--- src/rtl/checkpoint_ctrl_pkg.sv ---
// checkpoint_ctrl_pkg: shared checkpoint types and constants; RENAME_WIDTH sets the rename group width (default 2).
`ifndef RENAME_WIDTH
`define RENAME_WIDTH 2
`endif
package checkpoint_ctrl_pkg;
  localparam int CP_NUM = 4;
  localparam int CP_IDX_W = $clog2(CP_NUM);
  localparam int RW = `RENAME_WIDTH;
  typedef logic [CP_IDX_W-1:0] cp_index_t;
  typedef enum logic [1:0] {CP_RUN, CP_RECOVER, CP_FLUSH} cp_state_e;
endpackage

--- src/rtl/checkpoint_ctrl.sv ---
// checkpoint_ctrl: rename-map checkpoint allocator and mispredict recovery sequencer; CHECKPOINT_PERF_EN adds perf counters.
module checkpoint_ctrl
  import checkpoint_ctrl_pkg::*;
(
  input  logic                clock,
  input  logic                reset,
  input  logic                rn_fire,
  input  logic [RW-1:0]       br_valid,
  input  logic                res_valid,
  input  cp_index_t           res_idx,
  input  logic                res_mispred,
  output logic                check,
  output cp_index_t           check_idx,
  output logic [RW-1:0]       check_flag,
  output cp_index_t           br_tag,
  output logic                recover,
  output cp_index_t           recover_idx,
  output logic                cp_stall,
`ifdef CHECKPOINT_PERF_EN
  output logic [31:0]         perf_full_cycles,
  output logic [31:0]         perf_recovers,
`endif
  output logic [CP_IDX_W:0]   cp_count
);
  cp_state_e state_q, state_d;
  cp_index_t head_q, head_d, tail_q, tail_d, rec_q, keep;
  logic [CP_IDX_W:0] cnt_q, cnt_d, span;
  logic [CP_NUM-1:0] live_q, live_d, done_q, done_d;
  logic mis_acc, full, run, rel;
  always_comb begin
    mis_acc = res_valid & res_mispred & live_q[res_idx];
    full = cnt_q == (CP_IDX_W+1)'(CP_NUM);
    run = state_q == CP_RUN;
    check = run & rn_fire & |br_valid & !full & !mis_acc;
    cp_stall = !run | (|br_valid & (full | mis_acc));
    rel = live_q[head_q] & done_q[head_q] & !(mis_acc & res_idx == head_q);
    keep = res_idx - head_q;
    // span counts slots res_idx..tail-1 from the count, so a full buffer frees all slots
    span = cnt_q - {1'b0, keep};
    live_d = live_q;
    done_d = done_q;
    if (rel) live_d[head_q] = 1'b0;
    if (res_valid & !res_mispred & live_q[res_idx]) done_d[res_idx] = 1'b1;
    if (check) begin
      live_d[tail_q] = 1'b1;
      done_d[tail_q] = 1'b0;
    end
    for (int i = 0; i < CP_NUM; i++)
      if (mis_acc && {1'b0, cp_index_t'(i) - res_idx} < span) live_d[i] = 1'b0;
    head_d = head_q + cp_index_t'(rel);
    tail_d = mis_acc ? res_idx : tail_q + cp_index_t'(check);
    cnt_d = mis_acc ? {1'b0, keep} - (CP_IDX_W+1)'(rel)
                    : cnt_q + (CP_IDX_W+1)'(check) - (CP_IDX_W+1)'(rel);
    state_d = mis_acc ? CP_RECOVER : state_q == CP_RECOVER ? CP_FLUSH : CP_RUN;
    recover = (state_q == CP_RECOVER) & !reset;
    recover_idx = recover ? rec_q : '0;
    check_flag = check ? br_valid : '0;
    check_idx = tail_q;
    br_tag = tail_q;
    cp_count = cnt_q;
  end
  always_ff @(posedge clock) begin
    if (reset) begin
      state_q <= CP_RUN;
      head_q <= '0;
      tail_q <= '0;
      rec_q <= '0;
      cnt_q <= '0;
      live_q <= '0;
      done_q <= '0;
    end else begin
      state_q <= state_d;
      head_q <= head_d;
      tail_q <= tail_d;
      rec_q <= mis_acc ? res_idx : rec_q;
      cnt_q <= cnt_d;
      live_q <= live_d;
      done_q <= done_d;
    end
  end
`ifdef CHECKPOINT_PERF_EN
  always_ff @(posedge clock) begin
    if (reset) begin
      perf_full_cycles <= '0;
      perf_recovers <= '0;
    end else begin
      if (run && full && |br_valid && !(&perf_full_cycles)) perf_full_cycles <= perf_full_cycles + 32'd1;
      if (recover && !(&perf_recovers)) perf_recovers <= perf_recovers + 32'd1;
    end
  end
`endif
endmodule

--- config.mk ---
export PLATFORM = sky130hd
export DESIGN_NAME = checkpoint_ctrl
export DESIGN_NICKNAME = d
export VERILOG_FILES = /design/src/rtl/checkpoint_ctrl_pkg.sv /design/src/rtl/checkpoint_ctrl.sv
export SDC_FILE = /design/constraint.sdc
export NUM_CORES = 1
export LEC_CHECK = 0
export ABC_AREA = 1
export CORE_UTILIZATION = 39
export CTS_CLUSTER_DIAMETER = 60
export DETAILED_ROUTE_END_ITERATION = 6
export GPL_TIMING_DRIVEN = 0
export PLACE_DENSITY = 0.64
export RECOVER_POWER = 25
export SLEW_MARGIN = 40
export SYNTH_ARGS = -nofsm -noshare
export SYNTH_HDL_FRONTEND = slang
export SYNTH_SLANG_ARGS = --single-unit
export TNS_END_PERCENT = 100
--- constraint.sdc ---
create_clock -name clock -period 3.1 [get_ports clock]
set_input_delay 0.31 -clock clock [delete_from_list [all_inputs] [get_ports clock]]
set_output_delay 0.31 -clock clock [all_outputs]
set_load 0.01 [all_outputs]
==> summary by stage <==
Logic synthesis
The synthesized-area fraction occupied by xor and xnor cells is between 4 and 5%. The number of standard cells after synthesis is 201. The cell area that synthesis handed to floorplanning was about 1400 um^2. Counting every net in the synthesized netlist gives 228. Counting distinct cell types in the post-synthesis netlist gives 24.

The fraction of the mapped netlist area in compound gates is between 6 and 7%. After Yosys synthesis, and, or, nand and nor cells account for 32.6% of the synthesized area. The adder-cell share of the synthesized area is between 10% and 20%. Of the synthesized area, sequential elements account for ~27%.

Counting flops and latches in the post-synthesis netlist gives 19. The per-instance average area after synthesis is between 6 and 7 um^2. The number of warnings issued by yosys is 0. The largest family of logic cells by synthesized area is simple AND/OR/NAND/NOR gates. The fraction of synthesized area in multiplexers is 0%.

STA
Setup repair after global routing left no endpoint under its margin. The headroom to the max-slew limit is between 70% and 80%. The count of final hold-check violations came to 0.

Based on the critical path, the design can be clocked at up to ~0.35 GHz. The count of final max-slew check failures came to 0. The part of the cycle the worst path needs is roughly nine tenths. For the finished layout, the period the worst path requires is approximately 2800 ps. The worst-case setup margin in the final layout is around 270 ps.

The clock tree skew after final layout is about 1.4 ps. Setup violations remaining at the end of the flow were counted as 0. On the final layout, the worst hold slack is ~460 ps. For the pin with the worst max-slew slack, the measured transition is approximately 370 ps.

Setup path
The endpoint kind of the worst setup timing path is a register. The startpoint of the most critical register-to-register path is head_q[0]. Data on the critical path arrives at its endpoint at approximately 3000 ps. The number of cells on the worst reg-to-reg path is 12. The worst reg-to-reg setup slack is roughly 530 ps. STA classifies the critical path startpoint as an input pin. The maximum fanout along the worst path is 7. The terminus of the critical flop-to-flop path is cp_count[2]. The required time at the endpoint of the critical path is 3300 ps. The critical path is of the input pin to register type.

Placement
The pre-CTS setup slack is -290 ps. Detailed placement finished with a half-perimeter wire length of 2340 um. In this run the cell area measured after placement is 1680 um^2. At the end of routability-driven placement, the weighted congestion stood at around 0.79. The count of placed standard cells including taps is between 200 and 300. The number of buffers inserted by port buffering is 22.

Clock tree
The H-tree depth is 1. The root buffer cell is sky130_fd_sc_hd__clkbuf_4. The clock slew at the register clock pins of the worst setup and hold paths is about 110 ps. The clock sink count is 19. The clock passes through at most 2 buffers. The clock tree from TritonCTS is built.

For the worst-skew pair, the clock arrives at the later sink with an insertion delay of approximately 300 ps. Buffers inserted during clock tree synthesis total 3.

Job
Across the run, the number of max-cap violations was 0.

Pwr
The power density over the cells is ~420 nW/um^2. Combinational logic burns 40.4% of the power. The clock power share is 18.2%. The worst supply voltage drop on vdd is 228 uV.

The static power due to leakage is around 0.85 nW. The switching power total is 0.258 mW. The internal portion of the total power is 0.451 mW.

The portion of total power attributed to sequential cells is between 40% and 50%. Of the total power, the share spent switching nets is 36.4%.

Detailed routing
The total vias in the final route is around 1,200. Before antenna repair, the detailed router went through 4 iterations. The total wire length after detailed routing is about 2900 um. The remaining antenna violation count is 0. The average wire length per cell after detail routing is about 11 um. The per-cell via count in the routed design is ~4.5. For this run, design rule violations remaining after detail routing come to 0. In this run, the number of DRC markers left after iteration 0 of detailed routing was 34.

Final layout
The net count of the finished layout is between 200 and 300. The final core utilization is 49.6%. The area added between synthesis and finish is 20.2%. Counting the fill cells in the layout gives between 300 and 400. The ratio of cells with drive above 1 in the final layout is 8.37%. The final design instance area without fill is 1680 um^2. The antenna diode instance count is 0.

Summing all flip-flop and latch instances after layout gives approximately 380 um^2. The number of standard cells in the final layout excluding fillers is 273. The multi-input combinational cells in the finished layout cover a total of ~830 um^2.

Die
The number of rows created at floorplan is 21. Measured along the y axis, the die boundary spans between 60 and 70 um. The top-level port count is 23.

The die covers approximately 3800 um^2. The core area is about 3400 um^2. The effective utilization at floorplan is a little over 40%. The die is between 60 and 70 um wide.

Global route
Entering global routing, the biggest net connects 12 pins. The initial antenna violation count is 0. The via count of the first global-routing pass is 1,079.

The first global-routing pass estimated between 4000 and 5000 um of wire. Summed over all layers, the global routing overflow is 0. Global routing consumed, over all layers together, approximately 18% of the routing resources.

Hold path
Along the worst hold path, the cell count comes to 3. The tightest min-delay check is of the input pin to register type. The startpoint of the worst hold path is res_idx[0]. The capture endpoint of the worst hold path is br_tag[0].

Status
The flow ran to the end, and the final reports show no timing, DRC or antenna violations.
-- placed cells by master (no fill, tap or decap), types with 3 or more instances in the layout --
cell and n:
sky130_fd_sc_hd__o21ai_0 4, sky130_fd_sc_hd__nand3_1 13, sky130_fd_sc_hd__inv_2 3, sky130_fd_sc_hd__nand2_1 59, sky130_fd_sc_hd__xnor2_1 6, sky130_fd_sc_hd__dfxtp_1 19
sky130_fd_sc_hd__inv_1 33, sky130_fd_sc_hd__a21oi_2 4, sky130_fd_sc_hd__clkdlybuf4s50_1 19, sky130_fd_sc_hd__nand4_1 4, sky130_fd_sc_hd__clkbuf_4 3, sky130_fd_sc_hd__buf_4 4
sky130_fd_sc_hd__nor2_1 21, sky130_fd_sc_hd__ha_1 16, sky130_fd_sc_hd__a21oi_1 4
-- critical path, stage by stage --
cell                              delay (ps)
sky130_fd_sc_hd__clkdlybuf4s50_1         660
sky130_fd_sc_hd__inv_1                   210
sky130_fd_sc_hd__nand2_1                 100
sky130_fd_sc_hd__nand2_1                  80
sky130_fd_sc_hd__nor2_1                  120
sky130_fd_sc_hd__nand3_2                 130
sky130_fd_sc_hd__and2_1                  220
sky130_fd_sc_hd__ha_1                    280
sky130_fd_sc_hd__inv_1                    50
sky130_fd_sc_hd__ha_1                    120
sky130_fd_sc_hd__inv_1                    40
sky130_fd_sc_hd__fa_1                    360
sky130_fd_sc_hd__xnor2_1                 140
sky130_fd_sc_hd__a22o_1                  200
-- area by class of cell --
class	instances	area share (%)
clock inverter	1	0.298
tap	46	3.43
timing repair buffer	22	13.3
sequential	19	22.6
multi-input combinational	142	49.2
clock buffer	3	1.34
inverter	36	8.04
buffer	4	1.79
-- registers in the layout (all words and copies together), names as in the netlist --
register	flops
head_q	2
live_q	4
br_tag	2
done_q	4
rec_q	2
cp_count	3
state_q	2
-- power by group through the flow --
stage / Sequential (mW) / Combinational, mW / Clock, mW
final: 0.294 / 0.286 / 0.129
after detailed placement: 0.299 / 0.294 / 0
after CTS: 0.294 / 0.296 / 0.133
after global routing: 0.299 / 0.325 / 0.149
after global placement: 0.300 / 0.291 / 0
after floorplan: 0.301 / 0.188 / 0
-- synthesized netlist by cell type (all sizes together) --
cell type,n,share of area (%)
nand2,60,18
inv,36,9.7
nor2,23,6.9
dfxtp,19,27
ha,16,14
nand3,14,5.4
a21oi,8,3.9
xnor2,6,3.8
o21ai,5,1.8
buf,4,2.1
nand4,4,1.8
fa,2,2.9
a22o,1,0.63
and2,1,0.45
o22ai,1,0.45
xor2,1,0.63
-- repair_timing --
| action | in CTS | in global routing |
|---|---|---|
| endpoints found under the hold margin | 0 | 0 |
| gates resized for setup | 0 | 1 |
| hold buffers | 0 | 0 |
| buffers inserted | 0 | 0 |
| setup endpoints to repair | 0 | 1 |
-- cell families (layout without fill, tap and decap cells) --
family                     count (synthesis)  in the layout
xor gates and xnor gates                   7              7
DFF                                       19             19
AOI/OAI and AO/OA                         15             15
adders and majority gates                 18             18
and+or+nand+nor                          102            102
buffers and inverters                     40             66
-- metrics by stage --
stage	setup TNS [ps]	total power, mW
2_1_floorplan	0	0.489
3_3_place_gp	-446	0.591
3_5_place_dp	-415	0.594
4_1_cts	0	0.724
5_1_grt	0	0.773
6_report	0	0.709
-- per-layer routing --
layer	up-vias	part of all wire, %	global-route usage, %
met2	20	44	27.2
met1	539	51	24.6
li1	672	-	-
met4	0	1.4	6.67
met3	4	3.5	2.48
met5	-	0	0
-- how the worst max path moves through the flow --
stage,endpoint,cells past startpoint,from
finish,cp_count[2],14,res_idx[1]
global route,cp_count[2],14,res_idx[1]
CTS,cp_count[2],14,res_idx[0]
detailed placement,cp_count[2],14,res_idx[0]
global placement,cp_count[2],14,res_idx[0]
floorplan,cp_count[2],13,res_idx[0]
(Power assumes the default switching activity.)
